File: src/rtl/fetch_unit.sv
// Instruction fetch stage: holds the PC, fetches one word per instruction over req/ack,
// issues it to the decoder over valid/ready, applies PC-relative branches and stops on HALT.
module fetch_unit #(
   parameter int                ADDR_W      = 8,
   parameter logic [ADDR_W-1:0] RESET_PC    = '0,
   parameter logic [3:0]        HALT_OPCODE = 4'b0001
) (
   input  logic              clk,
   input  logic              rst,
   output logic              imem_req,
   output logic [ADDR_W-1:0] imem_addr,
   input  logic              imem_ack,
   input  logic [15:0]       imem_rdata,
   output logic [15:0]       INST,
   output logic              inst_valid,
   input  logic              inst_ready,
   input  logic              br_taken,
   input  logic [5:0]        br_off,
   output logic [ADDR_W-1:0] pc,
   output logic              halted
);

   typedef enum logic [1:0] {IDLE, FETCH, ISSUE, HALTED} state_t;

   state_t            state, state_next;
   logic [ADDR_W-1:0] pc_p0, pc_next;
   logic [15:0]       inst_p0, inst_next;

   // Sequential successor of cur, optionally displaced by a sign-extended 6-bit offset;
   // the sum wraps silently modulo 2^ADDR_W.
   function automatic logic [ADDR_W-1:0] next_pc(input logic [ADDR_W-1:0] cur,
                                                 input logic              taken,
                                                 input logic signed [5:0] off);
      logic signed [ADDR_W-1:0] ext;
      ext = {{(ADDR_W-6){off[5]}}, off};
      if (taken)
         return cur + ADDR_W'(1) + ext;
      else
         return cur + ADDR_W'(1);
   endfunction

   always_ff @(posedge clk) begin
      if (rst) begin
         state   <= IDLE;
         pc_p0   <= RESET_PC;
         inst_p0 <= '0;
      end else begin
         state   <= state_next;
         pc_p0   <= pc_next;
         inst_p0 <= inst_next;
      end
   end

   always_comb begin
      state_next = state;
      pc_next    = pc_p0;
      inst_next  = inst_p0;
      case (state)
         IDLE:   state_next = FETCH;
         FETCH: begin
            if (imem_ack) begin
               // A HALT word is swallowed: it is never issued and pc stays on it.
               if (imem_rdata[15:12] == HALT_OPCODE) begin
                  state_next = HALTED;
               end else begin
                  state_next = ISSUE;
                  inst_next  = imem_rdata;
               end
            end
         end
         ISSUE: begin
            if (inst_ready) begin
               state_next = FETCH;
               pc_next    = next_pc(pc_p0, br_taken, br_off);
            end
         end
         HALTED: state_next = HALTED;
         default: state_next = IDLE;
      endcase
   end

   assign imem_req   = (state == FETCH);
   assign imem_addr  = pc_p0;
   assign inst_valid = (state == ISSUE);
   assign halted     = (state == HALTED);
   assign INST       = inst_p0;
   assign pc         = pc_p0;

endmodule

File: config.mk
export PLATFORM = sky130hd
export DESIGN_NAME = fetch_unit
export DESIGN_NICKNAME = d
export VERILOG_FILES = /design/src/rtl/fetch_unit.sv
export SDC_FILE = /design/constraint.sdc
export NUM_CORES = 1
export LEC_CHECK = 0
export CORE_MARGIN = 10
export CORE_UTILIZATION = 25
export CTS_BUF_LIST = sky130_fd_sc_hd__clkbuf_8
export CTS_CLUSTER_SIZE = 16
export DETAILED_ROUTE_END_ITERATION = 16
export PLACE_DENSITY = 0.52
export SLEW_MARGIN = 20
export SYNTH_ARGS = -nofsm -noshare
export SYNTH_HDL_FRONTEND = slang
export SYNTH_SLANG_ARGS = --single-unit
File: constraint.sdc
create_clock -name clk -period 5.9 [get_ports clk]
set_clock_uncertainty 0.05 [all_clocks]
set_input_delay 1.77 -clock clk [delete_from_list [all_inputs] [get_ports clk]]
set_output_delay 1.77 -clock clk [all_outputs]
set_load 0.1 [all_outputs]
==> run summary, run 1 <==
=========================================================================================
Post-synth top cells                                                         32 x nor2_1, 26 x dfxtp_1, 16 x mux2i_1
Number of filler cells placed in the layout                                           640
Post-detailed-routing wire length                                                 4180 um
Count of yosys warnings during synthesis                                                0
Instance count of the mapped netlist                                                  179
All-layer global routing usage                                                      8.36%
Global placement routability congestion                                             0.794
Worst path required time                                                          6.05 ns
Number of cells on the worst reg-to-reg path                                           10
Worst Hold Margin                                                                0.450 ns
Worst-case register-to-register setup slack                                       2.80 ns
Endpoint of the worst setup timing path                                      imem_addr[7]
Total CTS buffers                                                                       3
Input/output buffers                                                                   61
Leakage Power                                                                    0.944 nW
Cts hold-fix bufs                                                                       0
Pre-CTS setup slack                                                               1.61 ns
Proportion of register bits with asynchronous set or reset after synthesis             0%
Clock Sinks                                                                            26
Post-layout worst setup margin                                                    1.90 ns
Leading area contributor after synthesis                                          dfxtp_1
H-tree Lvls                                                                             1
Time the final worst path needs with I/O delays and setup                         4.00 ns
Ratio of cells with drive above 1 in the final layout                               3.08%
Unrepaired setup endpoints after global routing                                     false
WP data arrival                                                                   4.15 ns
Netlist area before placement                                                   1530 um^2
Largest cells by area after synthesis                                        dfxtp_1 34%, mux2i_1 10%, nor2_1 7.9%
Drt initial violations                                                                 63
Die span in y                                                                     98.2 um
Number of hold violations in the final report                                           0
Maximum number of pins on one net before global-route repair                           27
Sequential-to-total area share from yosys stat                                      34.1%
Max Cap Viol                                                                            0
Average detailed-routed wire length per instance                                  13.8 um
Count of TritonRoute iterations in the first routing pass                               4
Worst slew pin tran                                                              0.996 ns
Crit path launch                                                                br_off[1]
Number of synthesized flops with an enable pin                                          0
Via density                                                                          4.69
Clock network latency to the later pin of the worst-skew pair                     0.26 ns
Die Wd                                                                            98.2 um
Fmax                                                                            0.250 GHz
Status                                                                       complete, no violations
Yosys top cell area share                                                           34.1%
Ant diodes                                                                              0
Final-report setup violation count                                                      0
Worst relative slew slack                                                           33.4%
DRT antenna net count                                                                   0
Number of synthesized register bits                                                    26
Final period util                                                                   67.8%
Count of unresolved DRC violations after routing                                        0
Critical Path End Type                                                          flip-flop
Row cnt                                                                                28
Critical path class                                                          input port to flip-flop
Via count                                                                            1415
Die area                                                                        9640 um^2
Non-filler instance count after layout                                                302
Peak VDD IR                                                                       92.9 uV
Vias in the first global route                                                       1437
Final-report max-slew violation count                                                   0
Average cell area after synthesis                                               8.53 um^2
Total setup buffers inserted after CTS                                                  0
Starting density of the core                                                        25.8%
Root cell of the clock tree                                                      clkbuf_8
R2r startpoint                                                               imem_addr[0]
Clock transition at the registers of the reported paths                           0.09 ns
Maximum number of buffers from clock root to sink                                       2
Post-cts sizing count                                                                   0
Total instance count after detailed placement                                         299
Worst hold path type                                                         flip-flop to flip-flop
Ports                                                                                  62
CTS tree                                                                             done
Type of element launching the critical path                                    input port
Pwr Density                                                                   210 nW/um^2
Count of distinct cell types in the synthesized netlist                                37
Final setup TNS                                                                      0 ns
Synth Flop Type                                                                   dfxtp_1
Post-DP HPWL                                                                      3280 um
First-pass GRT wire length                                                        6960 um
Number of antenna violations at the first check in global routing                       0
Synthesis-to-finish area growth                                                     42.4%
Total overflow reported by the global router                                            0
Syn_nets                                                                              216
Most common cell in the synthesized netlist                                        nor2_1
Final nets                                                                            266
CORE AREA                                                                       5920 um^2
R2R Path End                                                                 imem_addr[7]
Critical path fanouts, max                                                              3
=========================================================================================
==> power breakdown <==
group,switching (mW),total (mW),leakage [nW],internal (mW)
clock,0.0526,0.0982,0.0216,0.0456
sequential,0.00631,0.190,0.212,0.184
combinational,0.113,0.168,0.711,0.0556
==> placed cells by master, fill, tap and decap left out, types with 2 or more instances in the layout <==
cell and n:
inv_1 5, o21ai_0 6, xor2_1 6, and3_1 3
nand3_1 4, a22oi_1 3, a31oi_1 3, mux2i_1 16
nor2_1 32, ha_1 9, a21oi_1 14, clkbuf_8 3
and4_4 2, a21o_1 3, xnor2_1 3, dfxtp_1 26
nand2b_1 3, a211oi_1 2, clkdlybuf4s50_1 60, nand2_1 7
==> through the flow <==
step | total power [mW] | instance area [um^2] | util (%)
4_1_cts | 0.467 | 2180 | 36.8
2_1_floorplan | 0.317 | 1530 | -
3_5_place_dp | 0.364 | 2140 | 36.1
6_report | 0.456 | 2180 | 36.7
3_3_place_gp | 0.364 | 2140 | 36.1
5_1_grt | 0.482 | 2180 | 36.7
==> cell families (layout without fill, tap and decap cells) <==
logic type | count (synthesis) | after routing | share of synthesized area (%)
AO/OA/AOI/OAI | 39 | 39 | 16.1
XOR/XNOR | 9 | 9 | 5.16
adder cells (fa/ha/maj) | 10 | 10 | 8.68
buffers and inverters | 21 | 69 | 7.29
flip-flops | 26 | 26 | 34.1
multiplexers | 16 | 16 | 10.5
AND/OR/NAND/NOR | 58 | 58 | 18.3
==> area by class of cell <==
class	instances	area (um^2)	area share [%]
Multi-Input combinational cell	132	896	41.2
Timing Repair Buffer	61	606	27.8
Sequential cell	26	520	23.9
Tap cell	75	93.8	4.31
Clock buffer	3	41.3	1.90
Inverter	5	18.8	0.863
==> critical path: stages <==
cell,delay [ns]
clkdlybuf4s50_1,0.45
ha_1,0.31
a21o_1,0.18
and4_4,0.20
or4b_4,0.51
and4_4,0.19
or4_1,0.39
a21oi_1,0.15
==> state kept, by name, indices dropped and copies added, names as in the netlist <==
register   cells
imem_addr      8
INST          16
state          2
==> worst min-delay path by stage <==
stage	startpoint	slack [ns]	end	depth (start not counted)
floorplan	state[1]	0.45	state[1]	2
global placement	INST[12]	0.42	INST[12]	2
detailed placement	INST[12]	0.43	INST[12]	2
CTS	INST[12]	0.45	INST[12]	2
global route	INST[9]	0.48	INST[9]	2
finish	INST[12]	0.45	INST[12]	2
==> layer usage <==
layer  vias up  GRT usage (%)  share of wire [%]
met1       659           10.1                 47
li1        718              -                  -
met4         0          0.662               0.24
met5         -              0                  0
met2        36           13.6                 45
met3         2           4.23                8.4
Note: power is estimated with default switching activity, not from simulation.
==> inputs of run 2 (changes only) <==
clock period = 3.9 ns   (was 5.9 ns; I/O delays follow)
==> run summary, run 2 (same netlist as run 1, synthesis figures left out) <==
================================================================================
Clock transition at the registers of the reported paths                  0.08 ns
Largest register FFs                                                          16
Maximum number of pins on one net before global-route repair                  18
Unrepaired setup endpoints after global routing                            false
Final period util                                                          87.1%
Die span in y                                                            98.2 um
CORE AREA                                                              5920 um^2
Critical Path End Type                                                 flip-flop
Ratio of cells with drive above 1 in the final layout                      19.5%
Total CTS buffers                                                              3
Post-detailed-routing wire length                                        4290 um
Via count                                                                   1414
Post-DP HPWL                                                             3390 um
Starting density of the core                                               25.8%
Count of unresolved DRC violations after routing                               0
Via density                                                                 4.62
Row cnt                                                                       28
Cts hold-fix bufs                                                              0
Clock Sinks                                                                   26
Post-DP Area                                                           2080 um^2
Ant diodes                                                                     0
CP Buf/Inv Count                                                               1
Pwr Density                                                          325 nW/um^2
Peak VDD IR                                                               162 uV
Leakage Power                                                            1.03 nW
Global placement routability congestion                                    0.792
Time the final worst path needs with I/O delays and setup                3.40 ns
Leading cell type in the layout, fill and taps excluded                    buf_4
Ports                                                                         62
Die Wd                                                                   98.2 um
Type of element launching the critical path                           input port
Critical path fanouts, max                                                     3
Worst slew pin tran                                                     0.528 ns
Count of TritonRoute iterations in the first routing pass                      4
WP data arrival                                                          3.55 ns
Commonest cells after routing, fill and taps aside                  39 x buf_4, 32 x nor2_1, 26 x dfxtp_1, 26 x clkdlybuf4s50_1, 16 x mux2i_1
All-layer global routing usage                                             8.43%
Vias in the first global route                                              1424
Core Util, Final                                                           35.9%
Synthesis-to-finish area growth                                            39.0%
Max Cap Viol                                                                   0
Number of hold violations in the final report                                  0
Worst relative slew slack                                                  64.7%
CTS tree                                                                    done
Worst hold path type                                                flip-flop to flip-flop
Final setup TNS                                                             0 ns
DRT antenna net count                                                          0
Root cell of the clock tree                                             clkbuf_8
Worst path required time                                                 4.05 ns
Fmax                                                                   0.294 GHz
H-tree Lvls                                                                    1
Slowest library cell on the worst path                                    or4b_4
Status                                                              complete, no violations
Number of antenna violations at the first check in global routing              0
Maximum number of buffers from clock root to sink                              2
Area of all placed cells without fillers                               2120 um^2
Average detailed-routed wire length per instance                         14.0 um
Total overflow reported by the global router                                   0
Total setup buffers inserted after CTS                                         0
Cell mode on critical path                                                and4_4
Cell family with most CP delay                                      simple AND/OR/NAND/NOR gates
Die area                                                               9640 um^2
Final-report setup violation count                                             0
Delay contributed by the slowest stage of the critical path              0.51 ns
Final nets                                                                   270
Cells traversed along the worst timing path                         clkdlybuf4s50_1 -> ha_1 -> a21o_1 -> and4_4 -> or4b_4 -> and4_4 -> or4_1 -> a21oi_1
Critical path class                                                 input port to flip-flop
Drt initial violations                                                        44
First-pass GRT wire length                                               6990 um
Post-cts sizing count                                                          0
Input/output buffers                                                          61
Final-report max-slew violation count                                          0
Clock network latency to the later pin of the worst-skew pair            0.26 ns
================================================================================
## run 2: cell types whose count changed in the layout (fill, tap and decap cells not counted), sizes merged
cell	change
clkdlybuf4s50	-34
buf	+38
## run 2: final timing paths
| path | end | start | slack (ns) | cells after the start |
|---|---|---|---|---|
| worst max-delay path | imem_addr[7] | br_off[1] | 0.50 | 8 |
| worst min register to register | INST[12] | INST[12] | 0.45 | 2 |
| worst min-delay path | INST[12] | INST[12] | 0.45 | 2 |
| worst max register to register | imem_addr[7] | imem_addr[0] | 0.80 | 10 |
## run 2: area by class of cell
type	count	area (um^2)
clock buffer	3	41.3
fill	648	3800
inverter	5	18.8
multi-input combinational	132	896
sequential	26	520
tap	75	93.8
timing repair buffer	65	553
## run 2: worst reg2reg max path, delay by kind of cell (launching register included)
family,cells,cell delay (ns)
compound gates,2,0.30
simple gates,5,1.42
fa+ha+maj,2,0.59
flops,1,0.44
xor+xnor,1,0.22
## run 2: report_power, final
group,switching [mW],internal [mW],leakage [nW]
clock network,0.0800,0.0691,0.0216
logic,0.171,0.0816,0.798
registers,0.00966,0.278,0.212
## run 2: per-layer routing
metal,track usage (%),wire length (um),share of wire (%),vias to the layer above
li1,-,-,-,725
met1,10.9,2100,49,649
met2,13.5,1910,44,38
met3,3.24,269,6.3,2
met4,0.662,10,0.23,0
met5,0,0,0,-
## run 2: metrics by stage
step                      total power [mW]  instances  hold WS [ns]  worst slack, ns
final                                0.689        306         0.453            0.503
after global routing                 0.728        306         0.482            0.440
after CTS                            0.705        306         0.455            0.513
after detailed placement             0.548        303         0.432            0.236
after global placement               0.548        303         0.423            0.243
after floorplan                      0.480        179         0.452            0.221
==> RTL change 1 (flow settings as in run 2) <==
Re-encode `state_t` (4 states) as one-hot, 4 bits wide.
--- a/src/rtl/fetch_unit.sv
+++ b/src/rtl/fetch_unit.sv
@@ -22,3 +22,3 @@
 
-   typedef enum logic [1:0] {IDLE, FETCH, ISSUE, HALTED} state_t;
+   typedef enum logic [3:0] {IDLE = 4'b0001, FETCH = 4'b0010, ISSUE = 4'b0100, HALTED = 4'b1000} state_t;
 
Formal check against the unedited RTL: no difference found for any inputs over 10 cycles, from zero or initial values and one cycle with rst high; not proved beyond that.
==> RTL change 1 against run 2 <==
Cell area grew 9.4%. Worst hold slack got worse by 0.045 ns. Die area up 9.0%. Critical endpoint unchanged. Final cell count rose by 11%. Core utilization fell by 0.11 points. Sequential cell count grew 2. Wire length is 17% higher. Critical path depth did not move. Setup slack gained 0.16 ns. Power is 2.1% higher. Area after synthesis rose by 11%. Sequential share of layout area decreased by 0.38 points.
==> RTL change 1: results (changes against run 2) <==
- Outcome: completed
- Worst slack, placed: 0.381 ns (+0.145 ns)
- Global Route Usage Sum: 0.0939 (+0.00957)
- Hold Path Depth: 2 (unchanged)
- Routed vias: 1598 (+13%)
- First-pass GRT wire length: 8000 um (+14%)
- GP Congestion: 0.757 (-4.4%)
- Worst-skew pair later-pin latency: 0.27 ns
- Worst path max stage delay: 0.46 ns (-0.05 ns)
- Synth Warn #: 0 (unchanged)
- CP top delay family: compound AO/OA/AOI/OAI gates
- CTS Buffer Depth: 2 (unchanged)
- Leak pwr: 0.931 nW (-9.8%)
- Arrival time worst endpoint: 3.39 ns (-0.16 ns)
- Clock-pin slew on the worst setup and hold paths: 0.10 ns (+0.02 ns)
- Placed wire-length estimate: 3860 um (+14%)
- Initial antenna violation count: 0 (unchanged)
- Layout cell share with drive strength beyond 1: 0.198 (+0.00367)
- Worst-path maximum fanout: 2 (-1)
- Worst hold path class: reg -> reg
- Peak VDD IR: 0.000141 V (-13%)
- M3 GR Usage: 0.0290 (-0.00340)
- Worst R2R Path Depth: 9 (-1)
- Nets: 300 (+11%)
- Library cells used by synthesis: 44 (+19%)
- Rel. slew slack: 0.484 (-0.163)
- Post-synth top cells: nand2_1, dfxtp_1, a21oi_1, nor2_1, o21ai_0
- Syn Nets: 248 (+15%)
- Overflow after GRT: 0 (unchanged)
- Critical-path top delay cell: clkdlybuf4s50_1
- Asr flop ratio synth: 0 (unchanged)
- Post-synthesis sequential area ratio: 0.330 (-0.0111)
- Ant. Diodes: 0 (unchanged)
- Largest net degree at the start of global routing: 18 (unchanged)
- Grt met2 use: 0.153 (+0.0186)
- H-tree depth: 1 (unchanged)
- Ys flop type: dfxtp_1
- Largest register FFs: 16 (unchanged)
- DR iter-0 viols: 76 (+73%)
- Post-DR wirelength/cell: 14.8 um (+5.6%)
- Met1 usage: 0.121 (+0.0119)
- Setup Fix Bufs, Post-CTS: 0 (unchanged)
- Top cells by area, synth: dfxtp_1, nand2_1, ha_1
-- RTL change 1: cell types whose count changed after synthesis, sizes merged, moves of 4 or more --
cell,before,now
a21oi,14,22
nor4b,0,4
nor3,1,5
mux2i,16,4
nor2,32,14
o21ai,6,12
nand2,7,38
-- RTL change 1: cell families (layout without fill, tap and decap cells) --
group | Yosys count | in the layout | share of synthesized area
AND/OR/NAND/NOR | 84 | 84 | 0.249
adder cells (fa/ha/maj) | 10 | 10 | 0.0780
XOR/XNOR | 9 | 9 | 0.0464
multiplexers | 5 | 5 | 0.0302
AO/OA/AOI/OAI | 52 | 52 | 0.193
buffers and inverters | 23 | 74 | 0.0743
flip-flops | 28 | 28 | 0.330
-- RTL change 1: worst register-to-register path, delay by kind of cell (launching register included) --
| family | cells | cell delay (ns) |
|---|---|---|
| simple gates | 1 | 0.10 |
| flops | 1 | 0.51 |
| mux | 1 | 0.40 |
| fa+ha+maj | 2 | 0.66 |
| xor+xnor | 1 | 0.18 |
| compound gates | 4 | 0.88 |
-- RTL change 1: through the flow --
stage / utilization / cell area (um2) / std cells / hold slack, ns
floorplan: - / 1710 / 211 / 0.496
global placement: 0.346 / 2250 / 335 / 0.393
detailed placement: 0.346 / 2250 / 335 / 0.395
CTS: 0.357 / 2320 / 339 / 0.411
global route: 0.358 / 2320 / 339 / 0.435
finish: 0.358 / 2320 / 339 / 0.408
-- RTL change 1: worst paths after layout --
path,from,endpoint,slack [ns]
max,br_off[1],imem_addr[7]$_SDFFE_PP0P_,0.66
min,INST[14]$_SDFFE_PP0P_,INST[14]$_SDFFE_PP0P_,0.41
max reg2reg,imem_addr[1]$_SDFFE_PP0P_,imem_addr[7]$_SDFFE_PP0P_,1.06
min reg2reg,INST[14]$_SDFFE_PP0P_,INST[14]$_SDFFE_PP0P_,0.41
-- RTL change 1: final cells by class --
cell class	instances	area, um2
inverter	5	18.8
fill	707	4170
timing repair buffer	65	553
clock inverter	1	30.0
multi-input combinational	160	1020
sequential	28	561
tap	77	96.3
clock buffer	3	41.3
-- RTL change 1: power breakdown --
| part | internal [mW] | switching (mW) | total, mW |
|---|---|---|---|
| sequential | 0.296 | 0.0138 | 0.310 |
| combinational | 0.0588 | 0.101 | 0.159 |
| clock | 0.137 | 0.0970 | 0.235 |
| total | 0.492 | 0.211 | 0.704 |
-- RTL change 1: routing by layer --
metal	vias to the layer above	routed length (um)
li1	839	-
met1	726	2420
met2	31	2270
met3	2	309
met4	0	19
met5	-	0
==> RTL change 2 (config.mk and constraints of run 2) <==
Without the edit above. Reset style: asynchronous (`rst`), changed in one clocked block.
--- a/src/rtl/fetch_unit.sv
+++ b/src/rtl/fetch_unit.sv
@@ -41,3 +41,3 @@
 
-   always_ff @(posedge clk) begin
+   always_ff @(posedge clk or posedge rst) begin
       if (rst) begin
Function: differs if rst is asserted again (counterexample within 4 cycles, from zero or initial values and one cycle with rst high); with rst held inactive, the same outputs for 10 cycles.
==> RTL change 2 against run 2 <==
Via count is 7.4% lower. Fmax is 9.4% higher. Wire length is 1.3% lower. Global-route usage is 0.097 points lower. Cell area is 6.4% higher. Worst hold slack better by 0.013 ns. Sequential cell count stayed put. Sequential share of layout area is 4.3 points higher. Setup slack better by 0.29 ns. Area after synthesis is 6.9% higher. Die area is 5.5% higher.
Power is left out: the tool's default activity adds up to more than one toggle a clock period on the data nets, which glitch-free logic cannot reach.
==> RTL change 2: results (changes against run 2) <==
- Hold_sp: INST[14]$_DFFE_PP0P_
- Post-DR wirelength/cell: 14.8 um (+5.6%)
- Library cells used by synthesis: 40 (+8.1%)
- Dpl cells: 282 (-6.9%)
- Non-filler instance count after layout: 286 (-6.5%)
- Placed cell areas: 2190 um2 (+5.1%)
- Post-synth top cells: dfrtp_1, mux2_2, nor2_1, o21ai_0
- DR iter-0 viols: 40 (-9.1%)
- Arrival time worst endpoint: 3.28 ns (-0.27 ns)
- Largest net degree at the start of global routing: 27 (+9)
- R2r setup slk: 1.04 ns (+0.24 ns)
- Clock-pin slew on the worst setup and hold paths: 0.10 ns (+0.02 ns)
- CTS buffer count: 3 (unchanged)
- Outcome: completed
- Syn Nets: 192 (-11%)
- Worst slack, placed: 0.496 ns (+0.260 ns)
- Worst R2R Path Depth: 10 (unchanged)
- Crit Reg-Reg Endpoint: imem_addr[7]$_DFFE_PP0P_
- Asr flop ratio synth: 1.00 (+1.00)
- Synth Warn #: 0 (unchanged)
- WHS Endpoint: INST[14]$_DFFE_PP0P_
- Reg2reg start: imem_addr[0]$_DFFE_PP0P_
- Nets: 247 (-8.5%)
- Hold Path Depth: 1 (-1)
- Initial antenna violation count: 0 (unchanged)
- First-pass GRT wire length: 7000 um (+0.20%)
- Number of global-route vias before repair: 1357 (-4.7%)
- Layout cell share with drive strength beyond 1: 0.321 (+0.126)
- GP Congestion: 0.678 (-14%)
- Worst-path maximum fanout: 8 (+5)
- WHS: 0.465 ns (+0.0126 ns)
- Top cells by area, synth: dfrtp_1, mux2_2, ha_1
- Syn Inst Count: 155 (-13%)
- Rel. slew slack: 0.467 (-0.179)
- Placed wire-length estimate: 3400 um (+0.37%)
- Clock Tree Root: clkbuf_8
- Post-synthesis sequential area ratio: 0.398 (+0.0578)
- Global Route Usage Sum: 0.0834 (-0.000969)
[RTL change 2: worst max-delay path by stage]
stage / end / start / slack (ns)
final: imem_addr[7]$_DFFE_PP0P_ / br_off[5] / 0.79
after global routing: imem_addr[7]$_DFFE_PP0P_ / br_off[5] / 0.66
after CTS: imem_addr[7]$_DFFE_PP0P_ / br_off[5] / 0.79
after detailed placement: imem_addr[7]$_DFFE_PP0P_ / br_off[5] / 0.50
after global placement: imem_addr[7]$_DFFE_PP0P_ / br_off[5] / 0.52
after floorplan: imem_addr[7]$_DFFE_PP0P_ / imem_addr[0]$_DFFE_PP0P_ / 0.51
[RTL change 2: final cells by class]
type	count	area [um2]
Clock buffer	3	41.3
Multi-Input combinational cell	110	877
Timing Repair Buffer	64	546
Inverter	5	18.8
Fill cell	649	4090
Sequential cell	26	651
Tap cell	77	96.3
Clock inverter	1	30.0
[RTL change 2: logic make-up (layout without fill, tap and decap cells)]
logic type,after synthesis,after routing,share of synthesized area
AOI/OAI and AO/OA,33,33,0.144
xor gates and xnor gates,11,11,0.0590
adders and majority gates,10,10,0.0812
buffers and inverters,19,73,0.0644
DFF,26,26,0.398
muxes,17,17,0.116
and+or+nand+nor,39,39,0.136
[RTL change 2: layer usage]
metal  vias to the layer above  share of wire  GRT usage
li1                        650              -          -
met1                       632           0.42     0.0964
met2                        26           0.53      0.149
met3                         2          0.040     0.0206
met4                         0         0.0095     0.0196
met5                         -              0          0
[RTL change 2: critical path: stages]
cell and delay (ns):
clkdlybuf4s50_1 0.56, ha_1 0.43, a21o_1 0.22, a31oi_4 0.22, xnor2_1 0.11, a2111oi_1 0.40, a311o_1 0.17
